**src/rtl/dm_arbiter_pkg.sv**
```systemverilog
// rtl/dm_arbiter_pkg.sv - shared definitions for the data-memory arbiter
package dm_arbiter_pkg;

    localparam int DM_DEPTH_WORDS  = 20;
    localparam int DM_STARVE_LIMIT = 4;

    // Describes the grant taken at the previous edge
    typedef enum logic [1:0] {
        ST_IDLE = 2'd0,
        ST_RD0  = 2'd1,
        ST_RD1  = 2'd2,
        ST_WR   = 2'd3
    } dm_state_e;

endpackage

```
**src/rtl/dm_arbiter_if.sv**
```systemverilog
// rtl/dm_arbiter_if.sv - two-port request bus plus data-memory side of the arbiter
interface dm_arbiter_if;
    logic        req0, we0;
    logic [31:0] addr0, wd0;
    logic        req1, we1;
    logic [31:0] addr1, wd1;
    logic        gnt0, gnt1, stall0;
    logic        rvalid0, rvalid1;
    logic [31:0] rdata;
    logic        err;
    logic [31:0] mem_address, mem_WD;
    logic        mem_write;
    logic [31:0] mem_RD;

    modport slave (
        input  req0, we0, addr0, wd0, req1, we1, addr1, wd1, mem_RD,
        output gnt0, gnt1, stall0, rvalid0, rvalid1, rdata, err,
               mem_address, mem_WD, mem_write
    );

    modport master (
        output req0, we0, addr0, wd0, req1, we1, addr1, wd1, mem_RD,
        input  gnt0, gnt1, stall0, rvalid0, rvalid1, rdata, err,
               mem_address, mem_WD, mem_write
    );
endinterface

```
**src/rtl/dm_arbiter_addr_check.sv**
```systemverilog
// rtl/dm_arbiter_addr_check.sv - word-aligned, in-range address check for one port
module dm_addr_check
    import dm_arbiter_pkg::*;
#(
    parameter int DEPTH_WORDS = DM_DEPTH_WORDS
) (
    input  logic [31:0] addr_i,
    output logic        valid_o
);
    assign valid_o = (addr_i[1:0] == 2'b00) &&
                     ({2'b00, addr_i[31:2]} < 32'(DEPTH_WORDS));
endmodule

```
**src/rtl/dm_arbiter.sv**
```systemverilog
// rtl/dm_arbiter.sv - port-0-priority data-memory arbiter with port-1 anti-starvation
module dm_arbiter
    import dm_arbiter_pkg::*;
#(
    parameter int DEPTH_WORDS  = DM_DEPTH_WORDS,
    parameter int STARVE_LIMIT = DM_STARVE_LIMIT
) (
    input  logic         clk,
    input  logic         rst_n,
    dm_arbiter_if.slave  bus
);
    localparam int            CW      = $clog2(STARVE_LIMIT + 1);
    localparam logic [CW-1:0] CNT_MAX = CW'(STARVE_LIMIT);

    dm_state_e     state_q;
    logic [CW-1:0] starve_cnt_q;
    logic [31:0]   rdata_q;
    logic          err_q;

    logic        valid0, valid1;
    logic        force1, gnt0, gnt1, gnt_any;
    logic        sel_valid, sel_we;
    logic [31:0] sel_addr, sel_wd;

    dm_addr_check #(.DEPTH_WORDS(DEPTH_WORDS)) u_chk0 (.addr_i(bus.addr0), .valid_o(valid0));
    dm_addr_check #(.DEPTH_WORDS(DEPTH_WORDS)) u_chk1 (.addr_i(bus.addr1), .valid_o(valid1));

    // Grants are gated by rst_n so they drop asynchronously with the registers
    assign force1  = bus.req1 && (starve_cnt_q == CNT_MAX);
    assign gnt1    = rst_n && bus.req1 && (!bus.req0 || force1);
    assign gnt0    = rst_n && bus.req0 && !gnt1;
    assign gnt_any = gnt0 || gnt1;

    always_comb begin
        sel_valid = 1'b0;
        sel_we    = 1'b0;
        sel_addr  = '0;
        sel_wd    = '0;
        if (gnt0) begin
            sel_valid = valid0;
            sel_we    = bus.we0;
            sel_addr  = bus.addr0;
            sel_wd    = bus.wd0;
        end else if (gnt1) begin
            sel_valid = valid1;
            sel_we    = bus.we1;
            sel_addr  = bus.addr1;
            sel_wd    = bus.wd1;
        end
    end

    assign bus.gnt0        = gnt0;
    assign bus.gnt1        = gnt1;
    assign bus.stall0      = bus.req0 && !gnt0;
    assign bus.mem_address = sel_addr;
    assign bus.mem_WD      = sel_wd;
    assign bus.mem_write   = gnt_any && sel_we && sel_valid;
    assign bus.rvalid0     = (state_q == ST_RD0);
    assign bus.rvalid1     = (state_q == ST_RD1);
    assign bus.rdata       = rdata_q;
    assign bus.err         = err_q;

    always_ff @(posedge clk or negedge rst_n) begin
        if (!rst_n) begin
            state_q      <= ST_IDLE;
            starve_cnt_q <= '0;
            rdata_q      <= '0;
            err_q        <= 1'b0;
        end else begin
            if (!gnt_any)    state_q <= ST_IDLE;
            else if (sel_we) state_q <= ST_WR;
            else if (gnt0)   state_q <= ST_RD0;
            else             state_q <= ST_RD1;

            // Rejected reads still respond, but with zero data
            if (gnt_any && !sel_we)
                rdata_q <= sel_valid ? bus.mem_RD : 32'h0;
            err_q <= gnt_any && !sel_valid;

            if (gnt1 || !bus.req1)
                starve_cnt_q <= '0;
            else if (starve_cnt_q != CNT_MAX)
                starve_cnt_q <= starve_cnt_q + CW'(1);
        end
    end
endmodule

```
**src/flat_wrapper.sv**
```systemverilog
// flat-port wrapper written by rule: the top's interface ports become plain ports
module dm_arbiter_flat import dm_arbiter_pkg::*;
#(
    parameter int DEPTH_WORDS  = DM_DEPTH_WORDS,
    parameter int STARVE_LIMIT = DM_STARVE_LIMIT
)
  (clk, rst_n, bus_req0, bus_we0, bus_addr0, bus_wd0, bus_req1, bus_we1, bus_addr1, bus_wd1, bus_mem_RD, bus_gnt0, bus_gnt1, bus_stall0, bus_rvalid0, bus_rvalid1, bus_rdata, bus_err, bus_mem_address, bus_mem_WD, bus_mem_write);
  dm_arbiter_if bus_i ();
  input  logic clk;
  input  logic rst_n;
  input wire logic [$bits(bus_i.req0)-1:0] bus_req0;
  input wire logic [$bits(bus_i.we0)-1:0] bus_we0;
  input wire logic [$bits(bus_i.addr0)-1:0] bus_addr0;
  input wire logic [$bits(bus_i.wd0)-1:0] bus_wd0;
  input wire logic [$bits(bus_i.req1)-1:0] bus_req1;
  input wire logic [$bits(bus_i.we1)-1:0] bus_we1;
  input wire logic [$bits(bus_i.addr1)-1:0] bus_addr1;
  input wire logic [$bits(bus_i.wd1)-1:0] bus_wd1;
  input wire logic [$bits(bus_i.mem_RD)-1:0] bus_mem_RD;
  output wire logic [$bits(bus_i.gnt0)-1:0] bus_gnt0;
  output wire logic [$bits(bus_i.gnt1)-1:0] bus_gnt1;
  output wire logic [$bits(bus_i.stall0)-1:0] bus_stall0;
  output wire logic [$bits(bus_i.rvalid0)-1:0] bus_rvalid0;
  output wire logic [$bits(bus_i.rvalid1)-1:0] bus_rvalid1;
  output wire logic [$bits(bus_i.rdata)-1:0] bus_rdata;
  output wire logic [$bits(bus_i.err)-1:0] bus_err;
  output wire logic [$bits(bus_i.mem_address)-1:0] bus_mem_address;
  output wire logic [$bits(bus_i.mem_WD)-1:0] bus_mem_WD;
  output wire logic [$bits(bus_i.mem_write)-1:0] bus_mem_write;
  assign bus_i.req0 = bus_req0;
  assign bus_i.we0 = bus_we0;
  assign bus_i.addr0 = bus_addr0;
  assign bus_i.wd0 = bus_wd0;
  assign bus_i.req1 = bus_req1;
  assign bus_i.we1 = bus_we1;
  assign bus_i.addr1 = bus_addr1;
  assign bus_i.wd1 = bus_wd1;
  assign bus_i.mem_RD = bus_mem_RD;
  assign bus_gnt0 = bus_i.gnt0;
  assign bus_gnt1 = bus_i.gnt1;
  assign bus_stall0 = bus_i.stall0;
  assign bus_rvalid0 = bus_i.rvalid0;
  assign bus_rvalid1 = bus_i.rvalid1;
  assign bus_rdata = bus_i.rdata;
  assign bus_err = bus_i.err;
  assign bus_mem_address = bus_i.mem_address;
  assign bus_mem_WD = bus_i.mem_WD;
  assign bus_mem_write = bus_i.mem_write;
  dm_arbiter #(.DEPTH_WORDS(DEPTH_WORDS), .STARVE_LIMIT(STARVE_LIMIT)) u_core (.clk(clk), .rst_n(rst_n), .bus(bus_i));
endmodule
```
**config.mk**
```make
export PLATFORM = sky130hd
export DESIGN_NAME = dm_arbiter_flat
export DESIGN_NICKNAME = d
export VERILOG_FILES = /design/src/rtl/dm_arbiter_pkg.sv /design/src/rtl/dm_arbiter_if.sv /design/src/rtl/dm_arbiter_addr_check.sv /design/src/rtl/dm_arbiter.sv /design/src/flat_wrapper.sv
export SDC_FILE = /design/constraint.sdc
export NUM_CORES = 1
export LEC_CHECK = 0
export BUFFER_PORTS_ARGS = -buffer_cell sky130_fd_sc_hd__clkbuf_2
export CORE_AREA = 8 8 97 99
export CTS_CLUSTER_SIZE = 12
export DETAILED_ROUTE_END_ITERATION = 10
export DIE_AREA = 0 0 105 107
export GPL_ROUTABILITY_DRIVEN = 0
export PLACE_DENSITY = 0.76
export SLEW_MARGIN = 30
export SYNTH_ARGS = -nofsm -noshare
export SYNTH_HDL_FRONTEND = slang
export SYNTH_HIERARCHICAL = 1
export SYNTH_SLANG_ARGS = --single-unit
```
**constraint.sdc**
```tcl
create_clock -name clk -period 2 [get_ports clk]
set_input_delay 0.1 -clock clk [delete_from_list [all_inputs] [get_ports clk]]
set_output_delay 0.1 -clock clk [all_outputs]
set_load 0.03 [all_outputs]
```
=== Word-level counts from Yosys, hierarchy flattened ===
Cells that the tools add are included.

* Logic and storage cells: 49
* Input bits: 166
* Flip-flop bits (word level): 38

* Eq/ne operators: 4
* $add $sub $neg: 1
* Magnitude comparators: 2
* Multiplexer cells: 14
* Reductions and logical operators: 24

{| class="wikitable"
|+ Operator list
! operator !! count
|-
| $mux 32 || 5
|-
| $lt 30x5->1 const B || 2
|-
| $logic_and 1x1->1 || 12
|-
| $logic_not 1->1 || 6
|-
| $mux 2 || 3
|-
| $mux 3 || 2
|-
| $logic_not 2->1 || 2
|-
| $mux 1 || 4
|-
| $add 3x1->3 const B || 1
|-
| $eq 3x3->1 const B || 1
|-
| $logic_or 1x1->1 || 3
|-
| $ne 3x3->1 const B || 1
|-
| $eq 2x1->1 const B || 1
|-
| $eq 2x2->1 const B || 1
|-
| $reduce_bool 2->1 || 1
|}

=== Longest topological paths before layout ===
* Depth in word-level cells: 9
* Depth in mapped cells: 8
* Gate-level depth less buffers: 7

=== Modules after synthesis ===
The synthesis kept the hierarchy.

{| class="wikitable"
|+ Modules (own cells, without submodules)
! module !! instances !! sequential area each (µm²) !! area an instance (µm²) !! cells each
|-
| dm_arbiter || 1 || 950.9 || 2416.1 || 255
|-
| dm_addr_check || 2 || 0.0 || 63.8 || 11
|}

=== Worst setup path before layout ===
Ideal clock, no wire load.

* Kind: reg2out
* From: register u_core.starve_cnt_q[0]
* To: output bus_mem_WD[11]
* Data arrival time: 1.859 ns
* Setup slack: 0.041 ns
* Cell stages (with the launch flop): 7
* Path through: dfrtp_1 > inv_1 > ha_1 > a21boi_2 > nor2_1 > clkbuf_1 > a22o_1

* Longest elaborated chain between the ends: 7

{| class="wikitable"
|+ Ends and longest elaborated chain
! element !! RTL line !! text
|-
| start: declaration || dm_arbiter.sv:16 || <nowiki>logic [CW-1:0] starve_cnt_q;</nowiki>
|-
| start signal: assignment || dm_arbiter.sv:83 || <nowiki>starve_cnt_q <= starve_cnt_q + CW'(1);</nowiki>
|-
| $eq 3x3->1 * || dm_arbiter.sv:29 || <nowiki>assign force1 = bus.req1 && (starve_cnt_q == CNT_MAX);</nowiki>
|-
| $logic_and 1x1->1 * || dm_arbiter.sv:29 ||
|-
| $logic_or 1x1->1 * || dm_arbiter.sv:30 || <nowiki>assign gnt1 = rst_n && bus.req1 && (!bus.req0 || force1);</nowiki>
|-
| $logic_and 1x1->1 * || dm_arbiter.sv:30 ||
|-
| via bus_gnt1 || flat_wrapper.sv:21 || <nowiki>output wire logic [$bits(bus_i.gnt1)-1:0] bus_gnt1;</nowiki>
|-
| $logic_not 1->1 || dm_arbiter.sv:31 || <nowiki>assign gnt0 = rst_n && bus.req0 && !gnt1;</nowiki>
|-
| $logic_and 1x1->1 || dm_arbiter.sv:31 ||
|-
| $mux 32 * || dm_arbiter.sv:39 || <nowiki>if (gnt0) begin</nowiki>
|-
| end: declaration || flat_wrapper.sv:28 || <nowiki>output wire logic [$bits(bus_i.mem_WD)-1:0] bus_mem_WD;</nowiki>
|}

The timed path passes the listed nets; every way through them passes the cells marked *.

=== Worst setup path after layout ===
* From: register u_core.starve_cnt_q[1]
* To: output bus_mem_address[22]

* Longest elaborated chain between the ends: 7

{| class="wikitable"
|+ Ends and longest elaborated chain
! element !! RTL line !! text
|-
| $eq 3x3->1 * || dm_arbiter.sv:29 ||
|-
| $logic_and 1x1->1 * || dm_arbiter.sv:29 ||
|-
| $logic_or 1x1->1 * || dm_arbiter.sv:30 ||
|-
| $logic_and 1x1->1 * || dm_arbiter.sv:30 ||
|-
| $logic_not 1->1 || dm_arbiter.sv:31 ||
|-
| $logic_and 1x1->1 || dm_arbiter.sv:31 ||
|-
| $mux 32 * || dm_arbiter.sv:39 ||
|-
| end: declaration || flat_wrapper.sv:27 || <nowiki>output wire logic [$bits(bus_i.mem_address)-1:0] bus_mem_address;</nowiki>
|}

Every way passes the cells marked *; elsewhere a longest branch is shown, timed or not.

==> flow_metrics.tcl <==
set metrics [dict create \
    drc_errors 0 \
    multi_input_area_sq_um 1400 \
    yosys_warnings 6 \
    synth_nets 445 \
    layout_min_cycle_time_ns 1.97 \
    antenna_found_initial 0 \
    ctsLongestPathBuffers 2 \
    startpoint "u_core/starve_cnt_q[1]" \
    fin_skew_ns 0.00521 \
    grt_overflow_total 0 \
    setup.worst_path.class "reg2out" \
    numCtsBuffers 5 \
    cp-end-kind "output port" \
    synth_cells 277 \
    diodes 0 \
    first_pass_iters 4 \
    synth-xor-area-share 0.00344 \
    place_area_sq_um 4030 \
    synth_top_family_by_area "compound AO/OA/AOI/OAI gates" \
    yosysTopAreaCellShare 0.374 \
    outcome "completed" \
    worst_pin_slew_ns 0.483 \
    fmax_ghz 0.508 \
    final_common_cell "clkbuf_2" \
    nNetsFinal 727 \
    vias_per_cell 5.07 \
    ant_nets 0 \
    initial_core_util 0.321 \
    hold_viol 0 \
    r2r_start "u_core/starve_cnt_q[1]" \
    max_cap_viol_count 0 \
    io_buffers 268 \
    netlist_top_cells_area "dfrtp_1 (37%), a22o_1 (22%), mux2i_1 (13%)" \
    startpoint_type "register" \
    hold_start "bus_mem_RD[30]" \
    nFillCells 704 \
    relSlewSlack 0.678 \
    p_leak_nw 2.59 \
    cts_root_buffer "clkbuf_8" \
    drive_gt1_frac 0.559 \
    grtUsageTotal 0.215 \
    synthSimpleGateAreaFrac 0.142 \
    fin_crit_sh 0.983 \
    cts_sinks 38 \
    syn_area_per_cell_sq_um 9.18 \
    drv_slew 0 \
    critPathTopFamily "buffers and inverters" \
    pwr_density_cell_nw_per_um2 482 \
    yosysSeqAreaShare 0.374 \
    die_h_microns 107 \
    rows 33 \
    dp_hpwl_mm 10.7 \
    h-tree-depth 2 \
    synth_cell_type_count 25 \
    yosys.area.top_type "dfrtp_1" \
    vdd_ir_drop_max_uv 203 \
    core_area_sq_um 7930 \
    drt-initial-drc-count 255 \
    cp_max_fo 10 \
    cpPeakStageDelay_ns 0.38 \
    grt_max_degree 38 \
    drt_wl_total_mm 13.6 \
    worst_path_max_delay_cell "dfrtp_1" \
    synthAdderAreaFrac 0.00984 \
    critical_path_buf_inv_count 3 \
    cts_tree "built" \
    num_vias 3373 \
    seq_area_sq_um 951 \
    synthMuxAreaShare 0.126 \
    path_cells "inv_2 -> ha_4 -> and3_4 -> nor2_4 -> buf_4 -> a22o_1 -> clkbuf_4" \
    layout_common_cells "clkbuf_2 (237), a22o_1 (64), nand2_1 (40), dfrtp_1 (38)" \
    critPathArrivalTime_ns 1.87 \
    die_x_microns 105 \
    grt_pass1_vias 3642 \
    synth_area_sq_um 2540 \
    synth_compound_gate_area_share 0.252 \
    postSynthRegisterBits 38 \
    final_cell_area_sq_um 4550 \
    io-pin-count 269 \
    crit_required_ns 1.90 \
    design_power_total_mw 2.19 \
    die-area_sq_um 11200 \
    clk_latency_ns 0.28 \
    wl_per_cell_microns 20.5 \
    clk_pin_slew_worst_paths_ns 0.08 \
    hold_path.class "in2reg" \
    grt_pass1_wl_mm 19.7 \
    setup_viol 0 \
    synthToLayoutAreaGrowth_pct 78.9 \
]
[power breakdown]
part / internal [mW] / leakage [nW] / total [mW] / switching [mW]
Clock: 0.277 / 0.0472 / 0.537 / 0.260
Sequential: 0.778 / 0.525 / 0.787 / 0.00826
Combinational: 0.388 / 2.01 / 0.870 / 0.482
Total: 1.44 / 2.59 / 2.19 / 0.751
[through the flow]
stage / std cells / setup TNS [ns] / util / setup WS, ns / hold slack, ns
6_report: 665 / 0 / 0.574 / 0.0332 / 0.0349
5_1_grt: 665 / -0.0757 / 0.574 / -0.0267 / 0.0324
4_1_cts: 654 / 0 / 0.545 / 0.0183 / 0.0278
3_5_place_dp: 638 / 0 / 0.509 / 0.109 / -0.0703
3_3_place_gp: 638 / 0 / 0.509 / 0.145 / -0.0721
2_1_floorplan: 277 / 0 / - / 0.0411 / -0.196
[cell usage after synthesis]
cell,number
a22o_1,64
a21boi_2,1
dfrtp_1,38
nor2b_1,3
nand2_1,40
o22ai_2,1
nor3_1,3
buf_4,1
nand4_1,4
o21ai_4,1
nor2_1,8
mux2i_1,32
clkbuf_1,9
xnor2_1,1
buf_6,3
a21o_1,2
nor3b_2,2
buf_2,7
nor4_1,12
a21oi_1,1
o21ai_0,4
and3_1,1
ha_1,2
inv_1,34
nand3_1,3
[routing by layer]
layer,part of all wire,GRT usage,vias up
met5,0,0,-
met4,0.039,0.110,0
met3,0.094,0.0810,28
met2,0.51,0.376,191
met1,0.36,0.222,1591
li1,-,-,1563
[tightest hold or removal path, cell delays in order]
cell and delay, ns:
clkbuf_2 0.08, nand2_1 0.04, mux2i_1 0.06
[sequential cells by signal, summed over array words and instances (netlist names)]
register and count:
u_core/bus.err 1, u_core/bus.rdata 32, u_core/starve_cnt_q 3, u_core/state_q 2
[cell type report]
class | instances | area share
repair buffers | 295 | 0.407
clock inverters | 2 | 0.00275
inverters | 34 | 0.0280
flip-flops and latches | 38 | 0.209
clock buffers | 6 | 0.0181
multi-input cells | 185 | 0.307
well taps | 105 | 0.0289
[worst paths after layout]
| path | end | slack (ns) | cells past startpoint |
|---|---|---|---|
| setup / recovery | bus_mem_address[22] | 0.03 | 7 |
| hold / removal | u_core/bus.rdata[30] | 0.03 | 3 |
| setup reg to reg | u_core/bus.rdata[26] | 0.14 | 9 |
| hold reg to reg | u_core/bus.rdata[5] | 0.53 | 2 |
| max in group asynchronous | u_core/bus.rdata[5] | 1.09 | 3 |
| min in group asynchronous | u_core/starve_cnt_q[2] | 0.24 | 2 |
[cells by family (layout without fill, tap and decap cells)]
| logic type | after synthesis | in the layout |
|---|---|---|
| adders and majority gates | 2 | 2 |
| and+or+nand+nor | 76 | 76 |
| xor gates and xnor gates | 1 | 1 |
| AOI/OAI and AO/OA | 74 | 74 |
| DFF | 38 | 38 |
| buffers and inverters | 54 | 337 |
| muxes | 32 | 32 |
[what timing repair did]
action / 4_1_cts / 5_1_grt
hold endpoints to repair: 3 / 0
endpoints found under the setup margin: 67 / 33
gates resized for setup: 31 / 59
hold buffers: 1 / 0
pin swaps: 2 / 14
setup buffers: 5 / 6
cloned: 2 / 5
Power figures use the tool's default switching activity.
